### config.mk
export PLATFORM = sky130hd
export DESIGN_NAME = regfile_read_stage
export DESIGN_NICKNAME = d
export VERILOG_FILES = /design/src/rtl/regread_pkg.sv /design/src/rtl/regread_bypass.sv /design/src/rtl/regfile_read_stage.sv
export SDC_FILE = /design/constraint.sdc
export NUM_CORES = 1
export LEC_CHECK = 0
export BUFFER_PORTS_ARGS = -buffer_cell sky130_fd_sc_hd__buf_2
export CORE_MARGIN = 10
export CORE_UTILIZATION = 51
export DETAILED_ROUTE_END_ITERATION = 16
export PLACE_DENSITY_LB_ADDON = 0.1
export SYNTH_ARGS = -nofsm -noshare
export SYNTH_HDL_FRONTEND = slang
export SYNTH_SLANG_ARGS = --single-unit
export TNS_END_PERCENT = 10
### constraint.sdc
create_clock -name clk -period 6.3 [get_ports clk]
set_input_delay 0.315 -clock clk [delete_from_list [all_inputs] [get_ports clk]]
set_output_delay 0.315 -clock clk [all_outputs]
set_load 0.1 [all_outputs]
### src/rtl/regread_pkg.sv
// Shared definitions for the register-read stage: the hardwired-zero
// register number and the three-way operand source select. The select is
// kept width-independent so the issue-queue bypass can reuse it as-is.
package regread_pkg;

  // MIPS $zero: reads always return 0 and writes are discarded.
  localparam int ZERO_REG = 0;

  // Where an operand comes from, in priority order.
  typedef enum logic [1:0] {
    OPSEL_ZERO = 2'd0,
    OPSEL_WBQ  = 2'd1,
    OPSEL_RAM  = 2'd2
  } opsel_e;

  // Hardwired zero wins over everything, then the registered writeback
  // (covers the RAM's read-old-on-collision behaviour), else RAM data.
  function automatic opsel_e operand_sel(input logic src_is_zero,
                                         input logic wbq_hit);
    opsel_e sel;
    if (src_is_zero) begin
      sel = OPSEL_ZERO;
    end else if (wbq_hit) begin
      sel = OPSEL_WBQ;
    end else begin
      sel = OPSEL_RAM;
    end
    return sel;
  endfunction

endpackage

### src/rtl/regread_bypass.sv
// Operand select for one source register: zero rule, writeback bypass,
// or the RAM's synchronous read data.
module regread_bypass
  import regread_pkg::*;
#(
  parameter int WIDTH    = 32,
  parameter int LG_DEPTH = 5
) (
  input  logic [LG_DEPTH-1:0] src,
  input  logic                wbq_valid,
  input  logic [LG_DEPTH-1:0] wbq_addr,
  input  logic [WIDTH-1:0]    wbq_data,
  input  logic [WIDTH-1:0]    ram_data,
  output logic [WIDTH-1:0]    operand
);

  opsel_e sel;

  // Pick the operand source, then mux the value.
  always_comb begin
    sel     = operand_sel(src == LG_DEPTH'(ZERO_REG),
                          wbq_valid && (wbq_addr == src));
    operand = ram_data;
    case (sel)
      OPSEL_ZERO: operand = '0;
      OPSEL_WBQ:  operand = wbq_data;
      OPSEL_RAM:  operand = ram_data;
      default:    operand = ram_data;
    endcase
  end

endmodule

### src/rtl/regfile_read_stage.sv
// Register-read pipeline stage in front of the 2R1W register file RAM.
// S1 holds the request while the synchronous RAM read is in flight; S2 is
// the output register. The writeback bus is passed straight to the RAM
// write port and also registered one cycle for write-through bypass.
//
// Handshake semantics (both sides): a transfer happens on a cycle where
// valid && ready is high at the rising clock edge. valid, once raised, must
// stay high with stable payload until the transfer; ready may depend
// combinationally on the downstream ready (in_ready follows out_ready).
module regfile_read_stage
  import regread_pkg::*;
#(
  parameter int WIDTH     = 32,
  parameter int LG_DEPTH  = 5,
  parameter int TAG_WIDTH = 8
) (
  input  logic                 clk,
  input  logic                 reset,
  // upstream
  input  logic                 in_valid,
  output logic                 in_ready,
  input  logic [LG_DEPTH-1:0]  in_src0,
  input  logic [LG_DEPTH-1:0]  in_src1,
  input  logic [TAG_WIDTH-1:0] in_tag,
  // writeback bus
  input  logic                 wb_valid,
  input  logic [LG_DEPTH-1:0]  wb_addr,
  input  logic [WIDTH-1:0]     wb_data,
  // RAM side
  output logic [LG_DEPTH-1:0]  ram_rd_addr0,
  output logic [LG_DEPTH-1:0]  ram_rd_addr1,
  input  logic [WIDTH-1:0]     ram_rd_data0,
  input  logic [WIDTH-1:0]     ram_rd_data1,
  output logic [LG_DEPTH-1:0]  ram_wr_addr,
  output logic [WIDTH-1:0]     ram_wr_data,
  output logic                 ram_wr_en,
  // downstream
  output logic                 out_valid,
  input  logic                 out_ready,
  output logic [WIDTH-1:0]     out_src0_data,
  output logic [WIDTH-1:0]     out_src1_data,
  output logic [TAG_WIDTH-1:0] out_tag
);

  // S1: read in flight
  logic                 s1_valid;
  logic [LG_DEPTH-1:0]  s1_src0;
  logic [LG_DEPTH-1:0]  s1_src1;
  logic [TAG_WIDTH-1:0] s1_tag;

  // S2: output register
  logic                 s2_valid;
  logic [WIDTH-1:0]     s2_op0;
  logic [WIDTH-1:0]     s2_op1;
  logic [TAG_WIDTH-1:0] s2_tag;

  // registered writeback for bypass
  logic                 wbq_valid;
  logic [LG_DEPTH-1:0]  wbq_addr;
  logic [WIDTH-1:0]     wbq_data;

  logic                 s2_free;
  logic                 s1_adv;
  logic                 accept;
  logic [WIDTH-1:0]     op0;
  logic [WIDTH-1:0]     op1;

  assign s2_free  = !s2_valid || out_ready;
  assign s1_adv   = s1_valid && s2_free;
  assign in_ready = !s1_valid || s1_adv;
  assign accept   = in_valid && in_ready;

  // A stalled S1 re-presents its own addresses so the RAM data keeps
  // tracking the S1 registers (and picks up writes landing meanwhile).
  assign ram_rd_addr0 = (s1_valid && !s1_adv) ? s1_src0 : in_src0;
  assign ram_rd_addr1 = (s1_valid && !s1_adv) ? s1_src1 : in_src1;

  // Writes to the zero register never reach the RAM.
  assign ram_wr_en   = wb_valid && (wb_addr != LG_DEPTH'(ZERO_REG));
  assign ram_wr_addr = wb_addr;
  assign ram_wr_data = wb_data;

  assign out_valid     = s2_valid;
  assign out_src0_data = s2_op0;
  assign out_src1_data = s2_op1;
  assign out_tag       = s2_tag;

  regread_bypass #(
    .WIDTH    (WIDTH),
    .LG_DEPTH (LG_DEPTH)
  ) u_bypass0 (
    .src       (s1_src0),
    .wbq_valid (wbq_valid),
    .wbq_addr  (wbq_addr),
    .wbq_data  (wbq_data),
    .ram_data  (ram_rd_data0),
    .operand   (op0)
  );

  regread_bypass #(
    .WIDTH    (WIDTH),
    .LG_DEPTH (LG_DEPTH)
  ) u_bypass1 (
    .src       (s1_src1),
    .wbq_valid (wbq_valid),
    .wbq_addr  (wbq_addr),
    .wbq_data  (wbq_data),
    .ram_data  (ram_rd_data1),
    .operand   (op1)
  );

  // S1 loads on acceptance and empties when it advances without a refill.
  always_ff @(posedge clk or posedge reset) begin
    if (reset) begin
      s1_valid <= 1'b0;
      s1_src0  <= '0;
      s1_src1  <= '0;
      s1_tag   <= '0;
    end else if (accept) begin
      s1_valid <= 1'b1;
      s1_src0  <= in_src0;
      s1_src1  <= in_src1;
      s1_tag   <= in_tag;
    end else if (s1_adv) begin
      s1_valid <= 1'b0;
    end
  end

  // S2 captures the selected operands on advance; operands stay frozen
  // until the downstream takes them.
  always_ff @(posedge clk or posedge reset) begin
    if (reset) begin
      s2_valid <= 1'b0;
      s2_op0   <= '0;
      s2_op1   <= '0;
      s2_tag   <= '0;
    end else if (s1_adv) begin
      s2_valid <= 1'b1;
      s2_op0   <= op0;
      s2_op1   <= op1;
      s2_tag   <= s1_tag;
    end else if (s2_valid && out_ready) begin
      s2_valid <= 1'b0;
    end
  end

  // Register the qualified writeback every cycle: the RAM returns old data
  // for a same-cycle read/write collision, so S1 needs the new value here.
  always_ff @(posedge clk or posedge reset) begin
    if (reset) begin
      wbq_valid <= 1'b0;
      wbq_addr  <= '0;
      wbq_data  <= '0;
    end else begin
      wbq_valid <= ram_wr_en;
      wbq_addr  <= wb_addr;
      wbq_data  <= wb_data;
    end
  end

endmodule

# == Word-level counts from Yosys, hierarchy flattened ==
# Index checks and enable logic that the tools add are counted.
# totals
in_bits,124
output_inout_bits,122
word_cells,46
regBits,130
# classes
n_reduce_logical,19
eq_ne,4
n_mux,12
# ops
op,n
$pmux W32 S2,2
$eq A5 B5 Y1,2
$logic_not A5 Y1,2
$mux W5,2
$mux W2,4
$logic_and A1 B1 Y1,7
$reduce_bool A5 Y1,1
$eq A2 B1 Y1 const B,2
$logic_not A2 Y1,2
$mux W1,4
$reduce_bool A2 Y1,2
$logic_not A1 Y1,3
$logic_or A1 B1 Y1,2

# == Depth between registers and ports, before layout ==
# Gate-level depths: netlist (run 1).
# depth
ltp_word,6
depth_mapped,6
mapped_depth_nobuf,4

# == Hierarchy ==
# A second synthesis (run 1) with hierarchy kept.
# unflattened
hier_cells,531
area_unflattened_um2,6468.7
# modules_own_cells
mod,cells_each,instances,area_per_inst_um2,seq_area_each_um2
regfile_read_stage,285,1,5177.5,3253.1
regread_bypass,123,2,645.6,0.0

# == Worst setup path after synthesis (run 1) ==
# Ideal clock, no wire load.
# synth_timing
path_kind,register -> output
start,register s2_valid (netlist: out_valid)
end,output port ram_rd_addr0[0]
required_time_ps,5985
path_buffers,1
stages_incl_launch_ff,4
arrival_ps,2866
path_slack_ps,3119
cell_sequence,dfrtp_1 -> nand3b_1 -> buf_1 -> mux2_2
# synth_via
elab_chain_cells,6
# synth_lines
element,line,source
start: declaration,regfile_read_stage.sv:52,logic s2_valid;
start signal: assignment,regfile_read_stage.sv:133,s2_valid <= 1'b0;
start signal: assignment,regfile_read_stage.sv:138,s2_valid <= 1'b1;
start signal: assignment,regfile_read_stage.sv:143,s2_valid <= 1'b0;
$logic_not A1 Y1,regfile_read_stage.sv:68,assign s2_free = !s2_valid || out_ready;
$logic_or A1 B1 Y1,regfile_read_stage.sv:68,
$logic_and A1 B1 Y1,regfile_read_stage.sv:69,assign s1_adv = s1_valid && s2_free;
$logic_not A1 Y1,regfile_read_stage.sv:75,assign ram_rd_addr0 = (s1_valid && !s1_adv) ? s1_src0 : in_src0;
$logic_and A1 B1 Y1,regfile_read_stage.sv:75,
$mux W5,regfile_read_stage.sv:75,
end: declaration,regfile_read_stage.sv:30,"output logic [LG_DEPTH-1:0] ram_rd_addr0,"
# Every way passes these cells.

# == Worst setup path in the final report (run 1) ==
# layout_timing
start,register s2_valid (netlist: out_valid)
end,register s2_op0[0] (netlist: out_src0_data[0])
# layout_via
elab_chain_cells,3
# layout_lines
element,line,source
$logic_not A1 Y1,regfile_read_stage.sv:68,
$logic_or A1 B1 Y1,regfile_read_stage.sv:68,
$logic_and A1 B1 Y1,regfile_read_stage.sv:69,
end signal: assignment,regfile_read_stage.sv:139,s2_op0 <= op0;
end: declaration,regfile_read_stage.sv:53,logic [WIDTH-1:0] s2_op0;
# Every way passes these cells.
# A chain may end at the register's enable or synchronous reset.

==> metrics.md, run 1 <==
| Metric | Value |
|---|---|
| Sum Neg Setup Slack | `0 ns` |
| Final hold viol count | `0` |
| Setup crit end kind | `flip-flop` |
| Routed Antenna Nets | `0` |
| Root buffer cell | `clkbuf_8` |
| H-tree levels | `4` |
| Leading post-synthesis cells by cell area | `dfrtp_1, a221o_1, and2_1` |
| Post-DP HPWL | `~12000 um` |
| CP Data Arrival Time | `3.84 ns` |
| Number of remaining DRC errors | `0` |
| CTS tree | `yes` |
| Peak VDD IR | `0.0002330 V` |
| Final cycle utilization of the critical path | `0.5405` |
| CP startpoint kind | `flip-flop` |
| Clk slew on worst S/H paths | `around 0.06 ns` |
| Nets | `around 810` |
| Worst EP required | `just under 7 ns` |
| Worst r2r dst | `out_src0_data[0]` |
| Crit path time final | `3.405 ns` |
| Num ports | `roughly 250` |
| Die Y | `124.6 um` |
| Avg Cell Area, Syn | `12.62 um2` |
| Seq/Total Area, Yosys | `0.5834` |
| Die width | `roughly 120 um` |
| Main synth FF type | `dfrtp_1` |
| Syn_nets | `566` |
| Port Buffers | `245` |
| Count leader, synth | `dfrtp_1` |
| Min-delay src | `in_tag[5]` |
| Pwr Total | `roughly 3.3 mW` |
| Run status | `finished, final reports clean` |
| Slew margin rel. | `0.1853` |
| Max-cap violations | `0` |
| Post-Route WL | `17200 um` |
| Initial antenna violation count | `3` |
| Pwr dens | `439.2 nW/um2` |
| Wirelength per Cell | `slightly above 20 um` |
| Final setup violation count | `0` |
| Ys async rst share | `1.000` |
| Post-synth EDFFs | `0` |
| R2R Setup Slk | `just under 3 ns` |
| Gpl congestion | `0.8574` |
| TritonRoute pass-1 iters | `5` |
| Max Freq | `roughly 300 MHz` |
| Synthesis-stage register bit count | `130` |
| Min-Delay Endpoint | `s1_tag[5]` |
| Worst reg2reg startpoint | `out_valid` |
| GRT Overall Usage | `0.2196` |
| Post-synthesis instance total | `442` |
| Post-CTS Setup Bufs | `0` |
| Initial core utilization | `0.5167` |
| Core box area | `10790 um2` |
| Worst-Skew Late Latency | `0.51 ns` |
| Leading area contributor after synthesis | `dfrtp_1` |
| Fraction of layout cells with a size suffix above 1 | `0.4481` |
| Hold crit path type | `primary input to flip-flop` |
| Fillers | `772` |
| Commonest cells in the netlist | `dfrtp_1, and2_1, a221o_1` |
| Starting DRT DRC Count | `393` |
| Crit path max fanout | `74` |
| Yosys top cell area share | `0.5834` |
| Die ar. | `15520 um2` |
| Least-Margin Pin Slew | `1.218 ns` |
| Netlist cell types | `23` |
| Reg2Reg Depth | `5` |
| Grt ovf | `0` |
| FP Rows | `38` |
| Placement Setup Slack | `2.843 ns` |
| Global-route wire length before repair | `27380 um` |
| CTS Buf Count | `17` |
| DR vias/cell | `about 5.4` |
| Mapped Area | `around 5600 um2` |
| Deepest clock path buffer count | `2` |
| Synth warnings | `0` |
| Area delta synth->final | `36.77%` |
| Vias after detailed routing | `4510` |
| Unrepaired setup endpoints after global routing | `false` |
| Setup Crit Path Kind | `flip-flop to flip-flop` |
| CTS sink count | `130` |
| Leakage | `roughly 3.9 nW` |
| Number of global-route vias before repair | `4952` |
| Max Slew Vio Count | `0` |
| Hold path depth | `2` |
| Layout Skew | `0.006899 ns` |
| Setup WS post-layout | `about 2.9 ns` |
| Largest net degree at the start of global routing | `80` |
## final cells by class
| type | instances | area (um2) | share of cell area |
|---|---|---|---|
| clock buffers | 23 | 466.7 | 0.06119 |
| inverters | 1 | 6.256 | 0.0008202 |
| flip-flops and latches | 130 | 3253 | 0.4265 |
| clock inverters | 9 | 176.4 | 0.02313 |
| multi-input cells | 243 | 1898 | 0.2489 |
| well taps | 140 | 175.2 | 0.02297 |
| diodes | 2 | 5.005 | 0.0006562 |
| repair buffers | 288 | 1647 | 0.2159 |
## state kept, by name, summed over array words and instances (netlist names), 5 cells and up
signal         flops
out_tag            8
wbq_addr           5
out_src0_data     32
s1_src1            5
out_src1_data     32
s1_tag             8
wbq_data          32
s1_src0            5
## worst max-delay path by stage
stage / from / endpoint / slack, ns / depth (start not counted)
floorplan: reset / out_src0_data[0] / 2.52 / 1
global route: out_valid / out_src0_data[0] / 2.63 / 5
CTS: out_valid / out_src0_data[0] / 2.90 / 5
detailed placement: out_ready / out_src0_data[19] / 2.84 / 6
finish: out_valid / out_src0_data[0] / 2.89 / 5
global placement: out_ready / out_src0_data[26] / 2.94 / 6
## critical path: stages (launching register included)
cell and delay [ns]:
dfrtp_1 0.39, nand2b_1 0.84, nand2_2 1.00, a211oi_4 0.43, buf_4 0.43, a221o_1 0.24
## report_power, final
part / internal, mW / switching, mW
logic: 0.247 / 1.01
clock network: 0.714 / 0.346
registers: 0.953 / 0.0767
## metrics by stage
step | instance area, um2 | instances | utilization | hold WS (ns)
floorplan | 5577 | 442 | - | 0.3464
global placement | 6588 | 763 | 0.6104 | 0.4304
detailed placement | 6588 | 763 | 0.6104 | 0.4357
CTS | 7621 | 834 | 0.7061 | 0.007106
global route | 7627 | 836 | 0.7067 | 0.01046
finish | 7627 | 836 | 0.7067 | 0.03198
## cells in the final DEF, fill, tap and decap left out, drive strengths merged, types with 2 or more instances in the layout
| master | n |
|---|---|
| dfrtp | 130 |
| buf | 249 |
| a211oi | 2 |
| xnor2 | 4 |
| clkinv | 3 |
| bufinv | 5 |
| and2 | 66 |
| or4 | 3 |
| and3b | 2 |
| nand2 | 26 |
| clkbuf | 23 |
| a221o | 64 |
| diode | 2 |
| nor2 | 3 |
| dlygate4sd3 | 39 |
| nand2b | 3 |
| mux2 | 28 |
| and3 | 32 |
| xor2 | 6 |
## logic make-up after synthesis
group | share of synthesized area
buffers and inverters | 0.08144
DFF | 0.5834
muxes | 0.05654
and+or+nand+nor | 0.1440
xor gates and xnor gates | 0.01570
AOI/OAI and AO/OA | 0.1189
## per-layer routing
metal  track usage  routed length (um)  up-vias
li1              -                   -     2041
met1        0.2617                6832     2206
met2        0.3610                8571      236
met3       0.07064                1468       27
met4       0.08568                 330        0
met5             0                   0        -
## timing repair
action | 4_1_cts | 5_1_grt
hold endpoints to repair | 89 | 0
resized for setup | 0 | 0
hold buffers | 39 | 0
No activity file was read; power rests on OpenSTA's default activity.
==> run 2, diff against run 1 <==
Settings changed: CORE_UTILIZATION 51 to 43.
Clock period 6.3 ns to 3.1 ns, I/O delays scaled along.
==> run 2 against run 1 <==
Net effect: via count increased by 8.4%; register-to-register slack worse by 1.9 ns; die area up 16%; combinational power is 110% higher; clock power rose by 69%; wire length grew 10%; hold slack got worse by 0.0052 ns; non-clock buffer count rose by 90; highest routed layer unchanged.
==> metrics.md, run 2 (synthesized netlist as in run 1, its figures left out) <==
| Metric | Value |
|---|---|
| CP delay by family, top | `simple AND/OR/NAND/NOR gates` |
| Min-delay src | `ram_rd_data0[9]` |
| # hold bufs at CTS | `121 (+210%)` |
| Initial core utilization | `0.4401 (-0.07658)` |
| Least-Margin Pin Slew | `0.7631 ns (-0.4546 ns)` |
| CTS tree | `yes` |
| P_int | `3.630 mW (+90%)` |
| Final cycle utilization of the critical path | `0.6793 (+0.1388)` |
| Port Buffers | `245 (unchanged)` |
| Hold crit path type | `primary input to flip-flop` |
| Slowest Stage Delay on Critical Path | `0.52 ns (-0.48 ns)` |
| Clk pwr share | `0.273 (-0.044)` |
| Post-DP HPWL | `12350 um (+4.8%)` |
| Peak VDD IR | `0.0004768 V (+100%)` |
| Max Slew Vio Count | `0 (unchanged)` |
| Slew margin rel. | `0.4900 (+0.3047)` |
| Worst path bufs/invs | `1 (unchanged)` |
| Setup Crit Path Kind | `flip-flop to flip-flop` |
| Die ar. | `17920 um2 (+16%)` |
| Crit-path cells | `or4_1 > nor2_1 > and3b_1 > buf_4 > a221o_1` |
| CTS resizes | `0 (unchanged)` |
| Post-CTS Setup Bufs | `0 (unchanged)` |
| Initial antenna violation count | `2 (-1)` |
| Dpl cells | `803 (+5.2%)` |
| Wirelength per Cell | `19.85 um (-3.6%)` |
| TritonRoute pass-1 iters | `5 (unchanged)` |
| DR vias/cell | `5.112 (-5.2%)` |
| Final hold viol count | `0 (unchanged)` |
| Most frequent cells in the layout | `buf_2, dfrtp_1, dlygate4sd3_1` |
| Final Non-Filler Cells | `956 (+14%)` |
| GRT Overall Usage | `0.2138 (-0.005863)` |
| Max-cap violations | `0 (unchanged)` |
| Deepest clock path buffer count | `2 (unchanged)` |
| Pwr dens | `774.1 nW/um2 (+76%)` |
| Num ports | `246 (unchanged)` |
| Worst EP required | `3.39 ns (-3.35 ns)` |
| Placement Setup Slack | `0.9995 ns (-1.843 ns)` |
| Area delta synth->final | `51.54%` |
| Grt ovf | `0 (unchanged)` |
| Setup WS post-layout | `0.9941 ns (-1.901 ns)` |
| Gpl congestion | `0.8588 (+0.16%)` |
| Unrepaired setup endpoints after global routing | `false` |
| Pwr Total | `6.542 mW (+95%)` |
| Commonest non-fill, non-tap cell in the layout | `buf_2` |
| Core Util, Final | `0.6669 (-0.03977)` |
| Worst-Skew Late Latency | `0.41 ns (-0.10 ns)` |
| Post-Route WL | `18970 um (+10%)` |
| Final Instance Area | `8451 um2 (+11%)` |
| Crit path max fanout | `32 (-57%)` |
| Core box area | `12670 um2 (+17%)` |
| CP Data Arrival Time | `2.39 ns (-1.45 ns)` |
| Run status | `finished, final reports clean` |
| Die Y | `133.9 um (+7.5%)` |
| CP startpoint kind | `flip-flop` |
| Fin Hold WS | `0.02682 ns (-0.005160 ns)` |
| Sequential fraction of design power | `0.318 (+0.011)` |
| CTS Buf Count | `17 (unchanged)` |
| Comb pwr share | `0.409 (+0.033)` |
| Number of global-route vias before repair | `5523 (+12%)` |
| CTS sink count | `130 (unchanged)` |
| Final setup violation count | `0 (unchanged)` |
| Leakage | `4.212 nW (+8.6%)` |
| Die width | `133.9 um (+7.5%)` |
| Routed Antenna Nets | `0 (unchanged)` |
| Worst reg2reg startpoint | `s1_src1[1]` |
| Global-route wire length before repair | `30240 um (+10%)` |
| Placed Area | `6701 um2 (+1.7%)` |
| Sum Neg Setup Slack | `0 ns (unchanged)` |
| H-tree levels | `4 (unchanged)` |
| Starting DRT DRC Count | `368 (-6.4%)` |
| Max Freq | `474.9 MHz (+62%)` |
| Clk slew on worst S/H paths | `0.05 ns (about the same)` |
| Worst r2r dst | `out_src1_data[31]` |
| Sw power | `2.912 mW (+100%)` |
| Largest net degree at the start of global routing | `62 (-23%)` |
| Crit path time final | `2.106 ns (-1.299 ns)` |
| Fillers | `926 (+20%)` |
| FP Rows | `41 (+7.9%)` |
| Crit-path slowest cell | `or4_1` |
| Sw Share | `0.4452 (+0.01656)` |
| Reg2Reg Depth | `5 (unchanged)` |
| Min-Delay Endpoint | `out_src0_data[9]` |
| Setup crit end kind | `flip-flop` |
| Number of remaining DRC errors | `0 (unchanged)` |
| Hold path depth | `2 (unchanged)` |
| Nets | `895 (+11%)` |
| Fraction of layout cells with a size suffix above 1 | `0.4041 (-0.04403)` |
| R2R Setup Slk | `0.99 ns (-1.90 ns)` |
| Root buffer cell | `clkbuf_16` |
| Vias after detailed routing | `4887 (+8.4%)` |
| Layout Skew | `0.005100 ns (-0.001799 ns)` |
run 2: cell types whose count changed in the layout (fill, tap and decap cells not counted), sizes merged:
cell / delta
inv: -1
clkinvlp: +1
clkbuf: +2
clkinv: +1
dlygate4sd3: +82
buf: +8
bufinv: -5
run 2: final cells by class:
cell class | count | area (um2) | area share
Inverter | 1 | 7.507 | 0.0008884
Multi-Input combinational cell | 243 | 1897 | 0.2245
Clock buffer | 25 | 505.5 | 0.05982
Antenna cell | 2 | 5.005 | 0.0005922
Timing Repair Buffer | 378 | 2540 | 0.3006
Clock inverter | 5 | 27.53 | 0.003257
Sequential cell | 130 | 3253 | 0.3850
Tap cell | 172 | 215.2 | 0.02547
run 2: worst max path at each step:
| stage | startpoint | end | cells after the start |
|---|---|---|---|
| 2_1_floorplan | out_valid | ram_rd_addr0[0] | 3 |
| 3_5_place_dp | s1_src1[1] | out_src1_data[31] | 5 |
| 3_3_place_gp | s1_src0[1] | out_src0_data[1] | 5 |
| 6_report | s1_src1[1] | out_src1_data[31] | 5 |
| 5_1_grt | s1_src1[1] | out_src1_data[31] | 5 |
| 4_1_cts | s1_src1[1] | out_src1_data[31] | 5 |
run 2: worst reg2reg max path, cell delays in order, from the launching register on:
cell     delay [ns]
dfrtp_1        0.41
or4_1          0.52
nor2_1         0.21
and3b_1        0.21
buf_4          0.25
a221o_1        0.38
run 2: power by group through the flow:
| stage | Clock [mW] | Sequential [mW] | Combinational [mW] |
|---|---|---|---|
| 2_1_floorplan | 0 | 3.39 | 0.800 |
| 3_3_place_gp | 0 | 2.10 | 2.55 |
| 3_5_place_dp | 0 | 2.11 | 2.56 |
| 4_1_cts | 1.82 | 2.08 | 2.68 |
| 5_1_grt | 1.91 | 2.11 | 2.78 |
| 6_report | 1.79 | 2.08 | 2.67 |
run 2: layer usage:
metal | wire length [um] | GRT usage | vias to the layer above
li1 | - | - | 2221
met1 | 7316 | 0.2418 | 2403
met2 | 9673 | 0.3665 | 236
met3 | 1634 | 0.07730 | 27
met4 | 348 | 0.07074 | 0
met5 | 0 | 0 | -
==> run 3, diff against run 2 <==
Settings changed: CORE_UTILIZATION 43 to 47.
Clock period 3.1 ns to 2.03 ns, I/O delays scaled along.
==> run 3 against run 2 <==
Net effect: total power up 66%; flip-flop and latch count unchanged; wire length up 5.4%; cell count down 1.7%; sequential share of layout area down 1.9 points; combinational power up 61%; critical endpoint is now out_src1_data[28]; largest cell class unchanged.
==> metrics.md, run 3 (synthesized netlist as in run 1, its figures left out) <==
| Metric | Value |
|---|---|
| Nets | `905 (+1.1%)` |
| Pwr dens | `1222 nW/um2 (+58%)` |
| Number of remaining DRC errors | `0 (unchanged)` |
| Setup Crit Path Kind | `flip-flop to flip-flop` |
| DR vias/cell | `5.351 (+4.7%)` |
| Placed Area | `6943 um2 (+3.6%)` |
| Sequential fraction of design power | `0.292 (-0.026)` |
| Num ports | `246 (unchanged)` |
| Wirelength per Cell | `21.27 um (+7.2%)` |
| Dpl cells | `781 (-2.7%)` |
| Slew margin rel. | `0.5082 (+0.01814)` |
| Port Buffers | `245 (unchanged)` |
| CTS sink count | `130 (unchanged)` |
| Commonest non-fill, non-tap cell in the layout | `buf_2` |
| Max Freq | `504.6 MHz (+6.3%)` |
| Hold path depth | `4 (+2)` |
| Post-DP HPWL | `12700 um (+2.8%)` |
| Largest net degree at the start of global routing | `131 (+110%)` |
| CP Data Arrival Time | `2.33 ns (-0.06 ns)` |
| Leakage | `4.401 nW (+4.5%)` |
| Root buffer cell | `clkbuf_16` |
| Fraction of layout cells with a size suffix above 1 | `0.4181 (+0.01404)` |
| Area delta synth->final | `59.21%` |
| H-tree levels | `4 (unchanged)` |
| Post-Route WL | `19990 um (+5.4%)` |
| Crit path time final | `1.982 ns (-0.1240 ns)` |
| Unrepaired setup endpoints after global routing | `true` |
| GRT Overall Usage | `0.2408 (+0.02706)` |
| Final setup violation count | `0 (unchanged)` |
| P_int | `6.268 mW (+73%)` |
| Die ar. | `16620 um2 (-7.3%)` |
| CTS tree | `yes` |
| Crit path max fanout | `11 (-66%)` |
| Starting DRT DRC Count | `340 (-7.6%)` |
| Final Non-Filler Cells | `940 (-1.7%)` |
| TritonRoute pass-1 iters | `5 (unchanged)` |
| Reg2Reg Depth | `5 (unchanged)` |
| Gpl congestion | `0.8259 (-3.8%)` |
| Clk pwr share | `0.312 (+0.039)` |
| Sw Share | `0.4222 (-0.02297)` |
| FP Rows | `39 (-4.9%)` |
| CTS Buf Count | `17 (unchanged)` |
| Sw power | `4.580 mW (+57%)` |
| Fillers | `729 (-21%)` |
| Peak VDD IR | `0.0008015 V (+68%)` |
| Final hold viol count | `0 (unchanged)` |
| Die width | `128.9 um (-3.7%)` |
| Run status | `finished, final reports clean` |
| Core box area | `11520 um2 (-9.1%)` |
| Global-route wire length before repair | `31180 um (+3.1%)` |
| Worst-Skew Late Latency | `0.41 ns (about the same)` |
| Routed Antenna Nets | `0 (unchanged)` |
| Fin Hold WS | `0.1883 ns (+0.1615 ns)` |
| Initial antenna violation count | `0 (-2)` |
| CP startpoint kind | `flip-flop` |
| Grt ovf | `0 (unchanged)` |
| Least-Margin Pin Slew | `0.7354 ns (-0.02773 ns)` |
| Final cycle utilization of the critical path | `0.9763 (+0.2970)` |
| Die Y | `128.9 um (-3.7%)` |
| Max-cap violations | `0 (unchanged)` |
| Deepest clock path buffer count | `2 (unchanged)` |
| Hold crit path type | `primary input to flip-flop` |
| Vias after detailed routing | `5030 (+2.9%)` |
| Final Instance Area | `8879 um2 (+5.1%)` |
| Number of global-route vias before repair | `5638 (+2.1%)` |
| Initial core utilization | `0.4842 (+0.04414)` |
| Comb pwr share | `0.395 (-0.014)` |
| Max Slew Vio Count | `0 (unchanged)` |
| Worst EP required | `2.38 ns (-1.01 ns)` |
| Clk slew on worst S/H paths | `0.06 ns (about the same)` |
| Setup crit end kind | `flip-flop` |
| Layout Skew | `0.007108 ns (+0.002008 ns)` |
| Most frequent cells in the layout | `buf_2, dfrtp_1, dlygate4sd3_1` |
==> run 3: cell count changes in the layout (fill, tap and decap cells not counted), sizes merged <==
cell / delta
dlygate4sd3: +1
bufinv: +5
buf: +8
a211oi: +1
clkbuf: -3
diode: +1
==> run 3: critical path, cell delays in order, from the launching register on <==
cell and delay (ns):
dfrtp_1 0.43, xnor2_1 0.15, and4_1 0.27, a211oi_4 0.68
buf_12 0.21, a221o_1 0.16
==> run 3: metrics by stage <==
| stage | TNS, ns | utilization | setup WS (ns) | power, mW |
|---|---|---|---|---|
| 6_report | 0 | 0.7710 | 0.04812 | 10.85 |
| 2_1_floorplan | -20.92 | - | -0.9372 | 6.392 |
| 4_1_cts | 0 | 0.7681 | 0.001365 | 10.88 |
| 3_3_place_gp | -1.264 | 0.6029 | -0.08429 | 7.217 |
| 3_5_place_dp | -2.960 | 0.6029 | -0.1504 | 7.262 |
| 5_1_grt | -0.1026 | 0.7703 | -0.02376 | 11.21 |
==> run 3: layer usage <==
metal / track usage / wire length (um) / vias up
li1: - / - / 2240
met1: 0.2778 / 7622 / 2450
met2: 0.4029 / 10030 / 286
met3: 0.08131 / 1813 / 54
met4: 0.1017 / 529 / 0
met5: 0 / 0 / -
==> run 3: path summary, 6_finish.rpt <==
path | start | slack [ns] | to
worst max-delay path | s1_src1[3] | 0.05 | out_src1_data[28]
worst min-delay path | out_ready | 0.19 | s1_valid
worst max register to register | s1_src1[3] | 0.05 | out_src1_data[28]
worst min register to register | out_tag[4] | 0.47 | out_tag[4]
max in group asynchronous | reset | 1.07 | s1_src0[1]
min in group asynchronous | reset | 0.43 | out_src0_data[23]
==> run 3: cell type report <==
| cell class | instances | area [um2] | area share |
|---|---|---|---|
| clock inverters | 10 | 177.7 | 0.02001 |
| clock buffers | 22 | 484.2 | 0.05454 |
| diodes | 3 | 7.507 | 0.0008455 |
| multi-input cells | 244 | 1931 | 0.2174 |
| repair buffers | 387 | 2839 | 0.3198 |
| flip-flops and latches | 130 | 3253 | 0.3664 |
| inverters | 1 | 7.507 | 0.0008455 |
| well taps | 143 | 178.9 | 0.02015 |
==> run 3: power groups by stage <==
stage	Clock, mW	Sequential [mW]	Combinational (mW)
floorplan	0	5.17	1.22
global placement	0	3.19	4.03
detailed placement	0	3.20	4.06
CTS	3.44	3.17	4.27
global route	3.55	3.21	4.44
finish	3.39	3.17	4.29
==> run 3: what timing repair did <==
action	CTS	global route
pin swaps	1	1
setup buffers	0	1
hold buffers	122	0
endpoints found under the hold margin	251	0
resized for setup	2	4
gates cloned	1	0
endpoints found under the setup margin	32	47
